### config.mk
export PLATFORM = sky130hd
export DESIGN_NAME = ro_freq_meter_flat
export DESIGN_NICKNAME = d
export VERILOG_FILES = /design/src/rtl/ro_meter_pkg.sv /design/src/rtl/ro_freq_meter_if.sv /design/src/rtl/ro_edge_sync.sv /design/src/rtl/ro_freq_meter.sv /design/src/flat_wrapper.sv
export SDC_FILE = /design/constraint.sdc
export NUM_CORES = 1
export LEC_CHECK = 0
export BUFFER_PORTS_ARGS = -buffer_cell sky130_fd_sc_hd__buf_2
export CORE_MARGIN = 3
export CORE_UTILIZATION = 55
export DETAILED_ROUTE_END_ITERATION = 16
export PLACE_DENSITY = 0.76
export SYNTH_ARGS = -nofsm -noshare
export SYNTH_HDL_FRONTEND = slang
export SYNTH_SLANG_ARGS = --single-unit
### constraint.sdc
create_clock -name clk -period 3.65 [get_ports clk]
set_input_delay 0.365 -clock clk [delete_from_list [all_inputs] [get_ports clk]]
set_output_delay 0.365 -clock clk [all_outputs]
set_load 0.05 [all_outputs]
### src/rtl/ro_meter_pkg.sv
`default_nettype none
// ============================================================================
// Module      : ro_meter_pkg
// Description : Shared types, default constants and helpers for the
//               ring-oscillator frequency meter.
// Revision    : 1.0 - initial release
// ============================================================================
package ro_meter_pkg;

  // Measurement sequencer states
  typedef enum logic [1:0] {
    IDLE   = 2'd0,
    SETTLE = 2'd1,
    GATE   = 2'd2,
    DONE   = 2'd3
  } meter_state_e;

  localparam int unsigned DEF_NCH        = 4;
  localparam int unsigned DEF_CNT_W      = 16;
  localparam int unsigned DEF_GATE_CYC   = 50000;
  localparam int unsigned DEF_SETTLE_CYC = 16;

  // Increment that sticks at max instead of wrapping
  function automatic logic [31:0] sat_inc(input logic [31:0] count,
                                          input logic [31:0] max);
    return (count >= max) ? max : count + 32'd1;
  endfunction

endpackage
`default_nettype wire

### src/rtl/ro_freq_meter_if.sv
`default_nettype none
// ============================================================================
// Module      : ro_freq_meter_if
// Description : Control/result bundle between a display/controller (master)
//               and the frequency meter (slave).
//               Optional macro RO_MIN_HOLD_EN adds min_out / min_clr.
// Revision    : 1.0 - initial release
// ============================================================================
interface ro_freq_meter_if #(
  parameter int NCH   = 4,
  parameter int CNT_W = 16
) ();
  localparam int SEL_W = $clog2(NCH);

  logic [SEL_W-1:0] ch_sel;
  logic             start;
  logic             continuous;
  logic             busy;
  logic [CNT_W-1:0] value_out;
  logic [SEL_W-1:0] value_ch;
  logic             value_valid;
  logic             overflow;
`ifdef RO_MIN_HOLD_EN
  logic [CNT_W-1:0] min_out;
  logic             min_clr;

  modport master (output ch_sel, start, continuous, min_clr,
                  input  busy, value_out, value_ch, value_valid, overflow, min_out);
  modport slave  (input  ch_sel, start, continuous, min_clr,
                  output busy, value_out, value_ch, value_valid, overflow, min_out);
`else
  modport master (output ch_sel, start, continuous,
                  input  busy, value_out, value_ch, value_valid, overflow);
  modport slave  (input  ch_sel, start, continuous,
                  output busy, value_out, value_ch, value_valid, overflow);
`endif
endinterface
`default_nettype wire

### src/rtl/ro_edge_sync.sv
`default_nettype none
// ============================================================================
// Module      : ro_edge_sync
// Description : Two-flop synchronizer for one asynchronous ring output plus a
//               history flop; edge_pulse marks a synchronized rising edge.
// Revision    : 1.0 - initial release
// ============================================================================
module ro_edge_sync (
  input  logic clk,
  input  logic rst,
  input  logic ring_in,
  output logic edge_pulse
);
  logic sync1_q, sync1_d;
  logic sync2_q, sync2_d;
  logic prev_q,  prev_d;

  // Shift the raw input down the synchronizer/history chain
  always_comb begin
    sync1_d = ring_in;
    sync2_d = sync1_q;
    prev_d  = sync2_q;
  end

  // Chain registers; cleared so no spurious edge follows reset
  always_ff @(posedge clk) begin
    if (rst) begin
      sync1_q <= 1'b0;
      sync2_q <= 1'b0;
      prev_q  <= 1'b0;
    end else begin
      sync1_q <= sync1_d;
      sync2_q <= sync2_d;
      prev_q  <= prev_d;
    end
  end

  assign edge_pulse = sync2_q & ~prev_q;

endmodule
`default_nettype wire

### src/rtl/ro_freq_meter.sv
`default_nettype none
// ============================================================================
// Module      : ro_freq_meter
// Description : Multi-channel ring-oscillator frequency meter. Counts rising
//               edges of one selected channel over a fixed gate window, with
//               a settle window after each channel (re)selection.
//               Optional macro RO_MIN_HOLD_EN adds a minimum-result tracker.
// Revision    : 1.0 - initial release
// ============================================================================
module ro_freq_meter
  import ro_meter_pkg::*;
#(
  parameter int NCH        = DEF_NCH,
  parameter int CNT_W      = DEF_CNT_W,
  parameter int GATE_CYC   = DEF_GATE_CYC,
  parameter int SETTLE_CYC = DEF_SETTLE_CYC
) (
  input  logic              clk,
  input  logic              rst,
  input  logic [NCH-1:0]    ring_in,
  ro_freq_meter_if.slave    bus
);
  localparam int SEL_W = $clog2(NCH);
  localparam int GC_W  = $clog2(GATE_CYC + 1);
  localparam int SC_W  = $clog2(SETTLE_CYC + 1);
  localparam logic [CNT_W-1:0] CNT_MAX = '1;

  logic [NCH-1:0]   edge_vec;
  logic [SEL_W-1:0] sel_legal;
  logic             pulse;

  meter_state_e     state_q,     state_d;
  logic [SEL_W-1:0] cur_ch_q,    cur_ch_d;
  logic [SC_W-1:0]  settle_q,    settle_d;
  logic [GC_W-1:0]  gate_q,      gate_d;
  logic [CNT_W-1:0] count_q,     count_d;
  logic             sat_q,       sat_d;
  logic [CNT_W-1:0] value_out_q, value_out_d;
  logic [SEL_W-1:0] value_ch_q,  value_ch_d;
  logic             overflow_q,  overflow_d;
  logic             valid_q,     valid_d;
  logic             busy_q,      busy_d;

  generate
    for (genvar i = 0; i < NCH; i++) begin : g_ch
      ro_edge_sync u_sync (
        .clk        (clk),
        .rst        (rst),
        .ring_in    (ring_in[i]),
        .edge_pulse (edge_vec[i])
      );
    end
  endgenerate

  // Out-of-range selections fall back to channel 0
  assign sel_legal = (int'(bus.ch_sel) >= NCH) ? '0 : bus.ch_sel;
  assign pulse     = edge_vec[cur_ch_q];

  // Sequencer next-state, counters and result capture
  always_comb begin
    state_d     = state_q;
    cur_ch_d    = cur_ch_q;
    settle_d    = settle_q;
    gate_d      = gate_q;
    count_d     = count_q;
    sat_d       = sat_q;
    value_out_d = value_out_q;
    value_ch_d  = value_ch_q;
    overflow_d  = overflow_q;
    valid_d     = 1'b0;
    case (state_q)
      IDLE: begin
        if (bus.start) begin
          cur_ch_d = sel_legal;
          settle_d = '0;
          state_d  = SETTLE;
        end
      end
      SETTLE: begin
        if (settle_q == SC_W'(SETTLE_CYC - 1)) begin
          count_d = '0;
          gate_d  = '0;
          sat_d   = 1'b0;
          state_d = GATE;
        end else begin
          settle_d = settle_q + 1'b1;
        end
      end
      GATE: begin
        if (pulse) begin
          if (count_q == CNT_MAX) sat_d = 1'b1;
          count_d = CNT_W'(sat_inc(32'(count_q), 32'(CNT_MAX)));
        end
        gate_d = gate_q + 1'b1;
        // The pulse sampled in this last cycle is already folded into count_d
        if (gate_q == GC_W'(GATE_CYC - 1)) state_d = DONE;
      end
      DONE: begin
        value_out_d = count_q;
        value_ch_d  = cur_ch_q;
        overflow_d  = sat_q;
        valid_d     = 1'b1;
        if (!bus.continuous) begin
          state_d = IDLE;
        end else if (sel_legal == cur_ch_q) begin
          // Same channel: synchronizer history is still valid, skip settling
          count_d = '0;
          gate_d  = '0;
          sat_d   = 1'b0;
          state_d = GATE;
        end else begin
          cur_ch_d = sel_legal;
          settle_d = '0;
          state_d  = SETTLE;
        end
      end
      default: state_d = IDLE;
    endcase
    busy_d = (state_d != IDLE);
  end

  // State, counters and registered outputs
  always_ff @(posedge clk) begin
    if (rst) begin
      state_q     <= IDLE;
      cur_ch_q    <= '0;
      settle_q    <= '0;
      gate_q      <= '0;
      count_q     <= '0;
      sat_q       <= 1'b0;
      value_out_q <= '0;
      value_ch_q  <= '0;
      overflow_q  <= 1'b0;
      valid_q     <= 1'b0;
      busy_q      <= 1'b0;
    end else begin
      state_q     <= state_d;
      cur_ch_q    <= cur_ch_d;
      settle_q    <= settle_d;
      gate_q      <= gate_d;
      count_q     <= count_d;
      sat_q       <= sat_d;
      value_out_q <= value_out_d;
      value_ch_q  <= value_ch_d;
      overflow_q  <= overflow_d;
      valid_q     <= valid_d;
      busy_q      <= busy_d;
    end
  end

  assign bus.busy        = busy_q;
  assign bus.value_out   = value_out_q;
  assign bus.value_ch    = value_ch_q;
  assign bus.value_valid = valid_q;
  assign bus.overflow    = overflow_q;

`ifdef RO_MIN_HOLD_EN
  logic [CNT_W-1:0] min_q, min_d;

  // Track the smallest result; a clear coinciding with a result keeps that result
  always_comb begin
    min_d = min_q;
    if (bus.min_clr && valid_d)    min_d = count_q;
    else if (bus.min_clr)          min_d = '1;
    else if (valid_d && count_q < min_q) min_d = count_q;
  end

  // Minimum holding register, all-ones means no result seen yet
  always_ff @(posedge clk) begin
    if (rst) min_q <= '1;
    else     min_q <= min_d;
  end

  assign bus.min_out = min_q;
`endif

endmodule
`default_nettype wire

### src/flat_wrapper.sv
// flat-port wrapper written by rule: the top's interface ports become plain ports
module ro_freq_meter_flat import ro_meter_pkg::*;
#(
  parameter int NCH        = DEF_NCH,
  parameter int CNT_W      = DEF_CNT_W,
  parameter int GATE_CYC   = DEF_GATE_CYC,
  parameter int SETTLE_CYC = DEF_SETTLE_CYC
)
  (clk, rst, ring_in, bus_ch_sel, bus_start, bus_continuous, bus_busy, bus_value_out, bus_value_ch, bus_value_valid, bus_overflow);
  ro_freq_meter_if #(.NCH(NCH), .CNT_W(CNT_W)) bus_i ();
  input  logic clk;
  input  logic rst;
  input  logic [NCH-1:0] ring_in;
  input wire logic [$bits(bus_i.ch_sel)-1:0] bus_ch_sel;
  input wire logic [$bits(bus_i.start)-1:0] bus_start;
  input wire logic [$bits(bus_i.continuous)-1:0] bus_continuous;
  output wire logic [$bits(bus_i.busy)-1:0] bus_busy;
  output wire logic [$bits(bus_i.value_out)-1:0] bus_value_out;
  output wire logic [$bits(bus_i.value_ch)-1:0] bus_value_ch;
  output wire logic [$bits(bus_i.value_valid)-1:0] bus_value_valid;
  output wire logic [$bits(bus_i.overflow)-1:0] bus_overflow;
  assign bus_i.ch_sel = bus_ch_sel;
  assign bus_i.start = bus_start;
  assign bus_i.continuous = bus_continuous;
  assign bus_busy = bus_i.busy;
  assign bus_value_out = bus_i.value_out;
  assign bus_value_ch = bus_i.value_ch;
  assign bus_value_valid = bus_i.value_valid;
  assign bus_overflow = bus_i.overflow;
  ro_freq_meter #(.NCH(NCH), .CNT_W(CNT_W), .GATE_CYC(GATE_CYC), .SETTLE_CYC(SETTLE_CYC)) u_core (.clk(clk), .rst(rst), .ring_in(ring_in), .bus(bus_i));
endmodule
==> results of run 1 <==
-- cells in the mapped netlist (2+ instances only) --
library cell / count / area share, %
and4_1: 3 / 0.81
a211oi_1: 2 / 0.46
nor4bb_1: 2 / 0.62
clkbuf_1: 11 / 1.3
and3_1: 5 / 0.96
nand3_1: 9 / 1.4
nor4_1: 7 / 1.3
mux2i_1: 3 / 0.92
or4_1: 3 / 0.69
xnor2_1: 11 / 3.0
nand3_2: 2 / 0.62
xor2_1: 3 / 0.81
a41oi_1: 3 / 0.81
dfxtp_1: 75 / 46
nand2b_1: 3 / 0.58
a31oi_1: 4 / 0.77
nor2_1: 31 / 3.6
or3_1: 6 / 1.2
buf_2: 4 / 0.62
o21ai_0: 10 / 1.5
a22oi_1: 3 / 0.69
nor2b_1: 14 / 2.7
nor4b_1: 4 / 1.1
nor3_1: 10 / 1.5
ha_1: 4 / 1.5
nand2_1: 56 / 6.5
a32oi_1: 2 / 0.54
nand4_1: 5 / 0.96
buf_1: 3 / 0.35
a21oi_1: 46 / 7.1
o21ai_1: 9 / 1.4
o21a_1: 2 / 0.46
a22o_1: 2 / 0.54
inv_1: 4 / 0.46
a311oi_1: 2 / 0.54
-- worst paths after layout --
path | startpoint | to | slack, ns
max reg2reg | u_core.state_q[0] | u_core.settle_q[3] | 0.91
max | u_core.state_q[0] | u_core.settle_q[3] | 0.91
min | ring_in[3] | u_core.g_ch[3].u_sync.sync1_q | 0.24
min reg2reg | u_core.g_ch[2].u_sync.sync1_q | u_core.g_ch[2].u_sync.prev_d | 0.44
-- power groups by stage --
stage | Clock (mW) | Sequential (mW) | Combinational, mW
after floorplan | 0 | 0.854 | 0.0380
after global placement | 0 | 0.855 | 0.0521
after CTS | 0.703 | 0.836 | 0.0533
after global routing | 0.742 | 0.838 | 0.0603
after detailed placement | 0 | 0.856 | 0.0530
final | 0.693 | 0.837 | 0.0534
-- critical path, delay by kind of cell, from the launching register on --
kind / cells / cell delay, ns
AO/OA/AOI/OAI: 3 / 1.38
AND/OR/NAND/NOR: 2 / 0.80
flip-flops: 1 / 0.48
-- sequential cells by signal, indices dropped and copies added, names as in the netlist --
register                    cells
u_core.g_ch.u_sync.sync1_q      4
u_core.settle_q                 5
u_core.count_q                 16
u_core.bus.value_valid          1
u_core.bus.value_ch             2
u_core.bus.value_out           16
u_core.bus.overflow             1
u_core.g_ch.u_sync.prev_q       4
u_core.sat_q                    1
u_core.state_q                  2
u_core.cur_ch_q                 2
u_core.bus.busy                 1
u_core.gate_q                  16
u_core.g_ch.u_sync.prev_d       4
-- per-stage QoR --
stage | setup WS (ns) | power, mW
6_report | 0.914 | 1.58
5_1_grt | 0.607 | 1.64
4_1_cts | 0.915 | 1.59
3_5_place_dp | 0.970 | 0.909
3_3_place_gp | 1.09 | 0.907
2_1_floorplan | 1.45 | 0.892
-- per-layer routing --
| metal | GRT usage [%] | share of wire, % | vias to the layer above |
|---|---|---|---|
| met5 | 0 | 0 | - |
| met4 | 7.88 | 1.9 | 0 |
| met3 | 4.46 | 7.0 | 13 |
| met2 | 31.9 | 43 | 87 |
| met1 | 30.3 | 48 | 1249 |
| li1 | - | - | 1406 |
-- kinds of logic after synthesis --
family                   synth area share, %
AO/OA/AOI/OAI                           17.5
XOR/XNOR                                3.78
adder cells (fa/ha/maj)                 1.54
buffers and inverters                   2.93
flip-flops                              46.2
multiplexers                           0.925
AND/OR/NAND/NOR                         27.1
-- layout make-up --
class                           count  area share [%]
Multi-Input combinational cell    284            45.5
Sequential cell                    75            41.4
Timing Repair Buffer               31            4.34
Clock buffer                       10            3.79
Tap cell                           72            2.48
Clock inverter                      5            2.14
Inverter                            4           0.414
==> metrics.md, run 1 <==
| Metric | Value |
|---|---|
| Seq/Total Area, Yosys | between 40 and 50% |
| CTS Sinks | 75 |
| Drt wl/cell | 14.5 um |
| Die Span X | slightly above 80 um |
| Row Count | 27 |
| Worst VDD drop | about 0.00027 V |
| Layout cells sized above 1 | 13.7% |
| Fin nets | 419 |
| GR Util All Layers | 21.3% |
| Worst EP arrival | approximately 3 ns |
| Max_slew headroom | 36.8% |
| Crit-path cells | nand2_2 > a21oi_1 > a21oi_1 > or3_1 > a21oi_1 |
| Hold depth | 2 |
| Post_cts resized | 0 |
| Clk slew on worst S/H paths | 0.08 ns |
| Antenna violations before repair | 0 |
| Final Util | about 65% |
| Clock buffer depth | 2 |
| CTS tree | done |
| CTS root buf | clkbuf_8 |
| Asr flop ratio synth | 0% |
| Fin Hold WS | 0.237 ns |
| Ys flop type | dfxtp_1 |
| CP max stage cell | a21oi_1 |
| Area of the multi-input gates | 1650 um^2 |
| Yosys Warn Count | 0 |
| Tcrit/Tclk final | 75.0% |
| NetSw | 0.337 mW |
| Clock share of power | between 40 and 50% |
| Synthesized flop and latch total | 75 |
| Cell mode on critical path | a21oi_1 |
| DP Area | 3410 um^2 |
| Least-Margin Pin Slew | 0.947 ns |
| RSZ-0062 raised after global routing | false |
| # DRC | 0 |
| Global-route wire length before repair | roughly 12000 um |
| Final instance area | 3630 um^2 |
| Die height | 82.8 um |
| Worst path required time | 3.92 ns |
| Post-synth EDFFs | 0 |
| Core area | 5610 um^2 |
| Number of DRC markers in iteration 0 | around 210 |
| Critical Path End Type | flop |
| Register area | 1500 um^2 |
| Final wirelength | 6960 um |
| Slew Viols, Final | 0 |
| Die ar. | about 6900 um^2 |
| Fmax | 365 MHz |
| GPL Wtd Cong | roughly 0.85 |
| Total number of vias | 2755 |
| HPWL Detailed | 4610 um |
| Most frequent cells in the layout | dfxtp_1 (75), nand2_1 (56), a21oi_1 (46), nor2_1 (31), buf_2 (30) |
| Hold Crit Class | input port to flop |
| Kind of critical path | flop to flop |
| Pre-antenna DRT Iters | 4 |
| Antenna Nets Post-Route | 0 |
| Ant diodes | 0 |
| Postcts setup bufs | 0 |
| # fillers | about 480 |
| Pwr per Cell Area | between 400 and 500 nW/um^2 |
| Sw Share | 21.3% |
| Final std cells w/o fill | 481 |
| Port Buf Inserts | 30 |
| Cts bufs inserted | 9 |
| Comb pwr share | 3.4% |
| P&R area growth vs syn | 11.8% |
| Sequential share of power | 52.8% |
| Global route total overflow | 0 |
| Cell Area, Synth | 3250 um^2 |
| Commonest non-fill, non-tap cell in the layout | dfxtp_1 |
| Crit path largest cell delay | about 0.85 ns |
| Worst Path Max Fanout | 26 |
| R2R depth | 5 |
| Via density | 5.73 |
| Syn Area/Cell | 8.50 um^2 |
| Starting Density | 57.9% |
| Cells after DPL | 466 |
| Post-Syn Nets | 396 |
| IO Count | 31 |
| Largest net degree at the start of global routing | 53 |
| Leakage | roughly 1.3 nW |
| Outcome | finished, final reports clean |
| Setup_tns | 0 ns |
| Cells after synthesis | 382 |
| Internal Power | 1.25 mW |
| H-tree Lvls | 3 |
| Hold Vio Cnt, Final | 0 |
| Worst skew pair latency | 0.34 ns |
| Period minus WS final | 2.74 ns |
| Max_cap viols | 0 |
| Crit path launch type | flop |
| Count of different cell masters after synthesis | between 50 and 60 |
| # setup viols final | 0 |
| Vias in the first global route | between 2000 and 3000 |
| Final clock skew | ~0.0077 ns |
| Hold-fix buffers at CTS | 0 |
Power figures use the tool's default switching activity.
==> inputs of run 2 (changes only) <==
CORE_UTILIZATION = 53   (was 55)
clock period = 2.3 ns   (was 3.65 ns; I/O delays follow)
==> run 2 against run 1 <==
Net effect: clock skew increased by 0.0036 ns; global-route usage increased by 0.084 points; first-iteration DRC count increased by 20%; combinational power increased by 71%; design area increased by 3.2%; via count increased by 5.2%; sequential share of layout area decreased by 1.2 points; routed wire length increased by 4.2%; clock power increased by 31%; hold slack got worse by 0.15 ns.
==> metrics.md, run 2 (synthesis results as in run 1) <==
| Metric | Value |
|---|---|
| Startpoint of the worst hold path | ring_in[1] |
| Port Buf Inserts | 30 |
| Vias in the first global route | 2665 |
| # setup viols final | 0 |
| P&R area growth vs syn | 15.4% |
| Antenna Nets Post-Route | 0 |
| Period minus WS final | 2.18 ns |
| Least-Margin Pin Slew | 0.680 ns |
| Final Total Pwr | roughly 2.3 mW |
| Crit path launch type | flop |
| Worst skew pair latency | 0.35 ns |
| CTS tree | done |
| Drt wl/cell | roughly 15 um |
| Most frequent cells in the layout | dfxtp_1 (73), nand2_1 (55), a21oi_1 (46), buf_2 (30), nor2_1 (29) |
| CTS root buf | clkbuf_8 |
| CTS Sinks | between 70 and 80 |
| Layout cells sized above 1 | 18.7% |
| Clock buffer depth | 2 |
| Hold-fix buffers at CTS | 0 |
| Fmax | 459 MHz |
| GPL Wtd Cong | 0.891 |
| Hold Vio Cnt, Final | 0 |
| Number of DRC markers in iteration 0 | between 200 and 300 |
| Clk slew on worst S/H paths | 0.08 ns |
| Global route total overflow | 0 |
| Worst r2r dst | u_core.gate_q[11] |
| Max_slew headroom | between 50% and 60% |
| Area of the multi-input gates | 1680 um^2 |
| IO Count | 31 |
| RSZ-0062 raised after global routing | false |
| Worst Path Buf+Inv | 0 |
| GR Util All Layers | between 20% and 30% |
| Tcrit/Tclk final | 94.6% |
| Antenna violations before repair | 0 |
| Fin Hold WS | between 0.08 and 0.09 ns |
| Critical Path End Type | flop |
| Leakage | around 1.4 nW |
| Worst setup margin | between 0.1 and 0.15 ns |
| Final wirelength | 7250 um |
| Pwr per Cell Area | approximately 620 nW/um^2 |
| Starting Density | 56.9% |
| Row Count | 27 |
| Pre-CTS WS | -0.0373 ns |
| Fin nets | 436 |
| Cell depth of the worst setup path | 8 |
| Outcome | finished, final reports clean |
| Core area | 5710 um^2 |
| R2R depth | 8 |
| Largest net degree at the start of global routing | 31 |
| Worst path required time | 2.58 ns |
| RR Startpoint | u_core.settle_q[1] |
| Critical path destination | u_core.gate_q[11] |
| H-tree Lvls | 3 |
| Worst Path Max Fanout | 8 |
| Commonest non-fill, non-tap cell in the layout | dfxtp_1 |
| HPWL Detailed | 5060 um |
| Die height | ~84 um |
| Cts bufs inserted | 9 |
| Worst VDD drop | roughly 0.00048 V |
| Ant diodes | 0 |
| Worst setup startpoint | u_core.settle_q[1] |
| # DRC | 0 |
| CP max stage cell | or4_4 |
| Worst EP arrival | between 2 and 2.5 ns |
| Crit path largest cell delay | 0.54 ns |
| Register area | 1500 um^2 |
| Hold Crit Class | input port to flop |
| Top delay family on crit path | simple AND/OR/NAND/NOR gates |
| # fillers | 492 |
| Die Span X | 84.3 um |
| Reg2Reg Setup Slack | 0.12 ns |
| Max_cap viols | 0 |
| Via density | 5.81 |
| Die ar. | roughly 7100 um^2 |
| Slew Viols, Final | 0 |
| Kind of critical path | flop to flop |
| Pre-antenna DRT Iters | 4 |
| Final clock skew | 0.0113 ns |
| Crit-path cells | ha_1 > and3_1 > ha_2 > a21o_4 > o21ai_1 > or4_4 > or3_1 > a21oi_1 |
| Total number of vias | 2897 |
| Global-route wire length before repair | ~12000 um |
## run 2: layout make-up
type	count	share of cell area [%]
multi-input cells	284	44.8
flip-flops and latches	75	40.1
repair buffers	48	7.62
clock buffers	14	4.34
well taps	72	2.40
inverters	4	0.401
clock inverters	2	0.267
## run 2: per-layer routing
metal,part of all wire [%],up-vias,GRT usage (%)
li1,-,1444,-
met1,48,1365,28.8
met2,44,82,33.4
met3,6.8,6,6.67
met4,1.0,0,5.41
met5,0,-,0
## run 2: worst min-delay path by stage
| stage | to | depth (start not counted) |
|---|---|---|
| floorplan | u_core.bus.busy | 1 |
| global placement | u_core.g_ch[0].u_sync.prev_d | 1 |
| detailed placement | u_core.g_ch[1].u_sync.prev_d | 1 |
| CTS | u_core.g_ch[1].u_sync.sync1_q | 2 |
| global route | u_core.g_ch[3].u_sync.sync1_q | 2 |
| finish | u_core.g_ch[1].u_sync.sync1_q | 2 |
## run 2: timing repair
item                                    in CTS  in global routing
endpoints found under the setup margin      16                 18
setup buffers                                0                  0
gates resized for setup                      2                  8
pin swaps                                    0                  1
## run 2: power breakdown
part	internal [mW]	total (mW)	switching [mW]
registers	1.31	1.33	0.0134
clock network	0.449	0.909	0.460
logic	0.0360	0.0912	0.0552
total	1.80	2.33	0.528
## run 2: stage by stage
step,TNS [ns],cells,area (um^2),util [%]
2_1_floorplan,0,382,3250,-
3_3_place_gp,0,483,3540,62.0
3_5_place_dp,-0.332,483,3540,62.0
4_1_cts,0,499,3720,65.2
5_1_grt,0,499,3750,65.6
6_report,0,499,3750,65.6
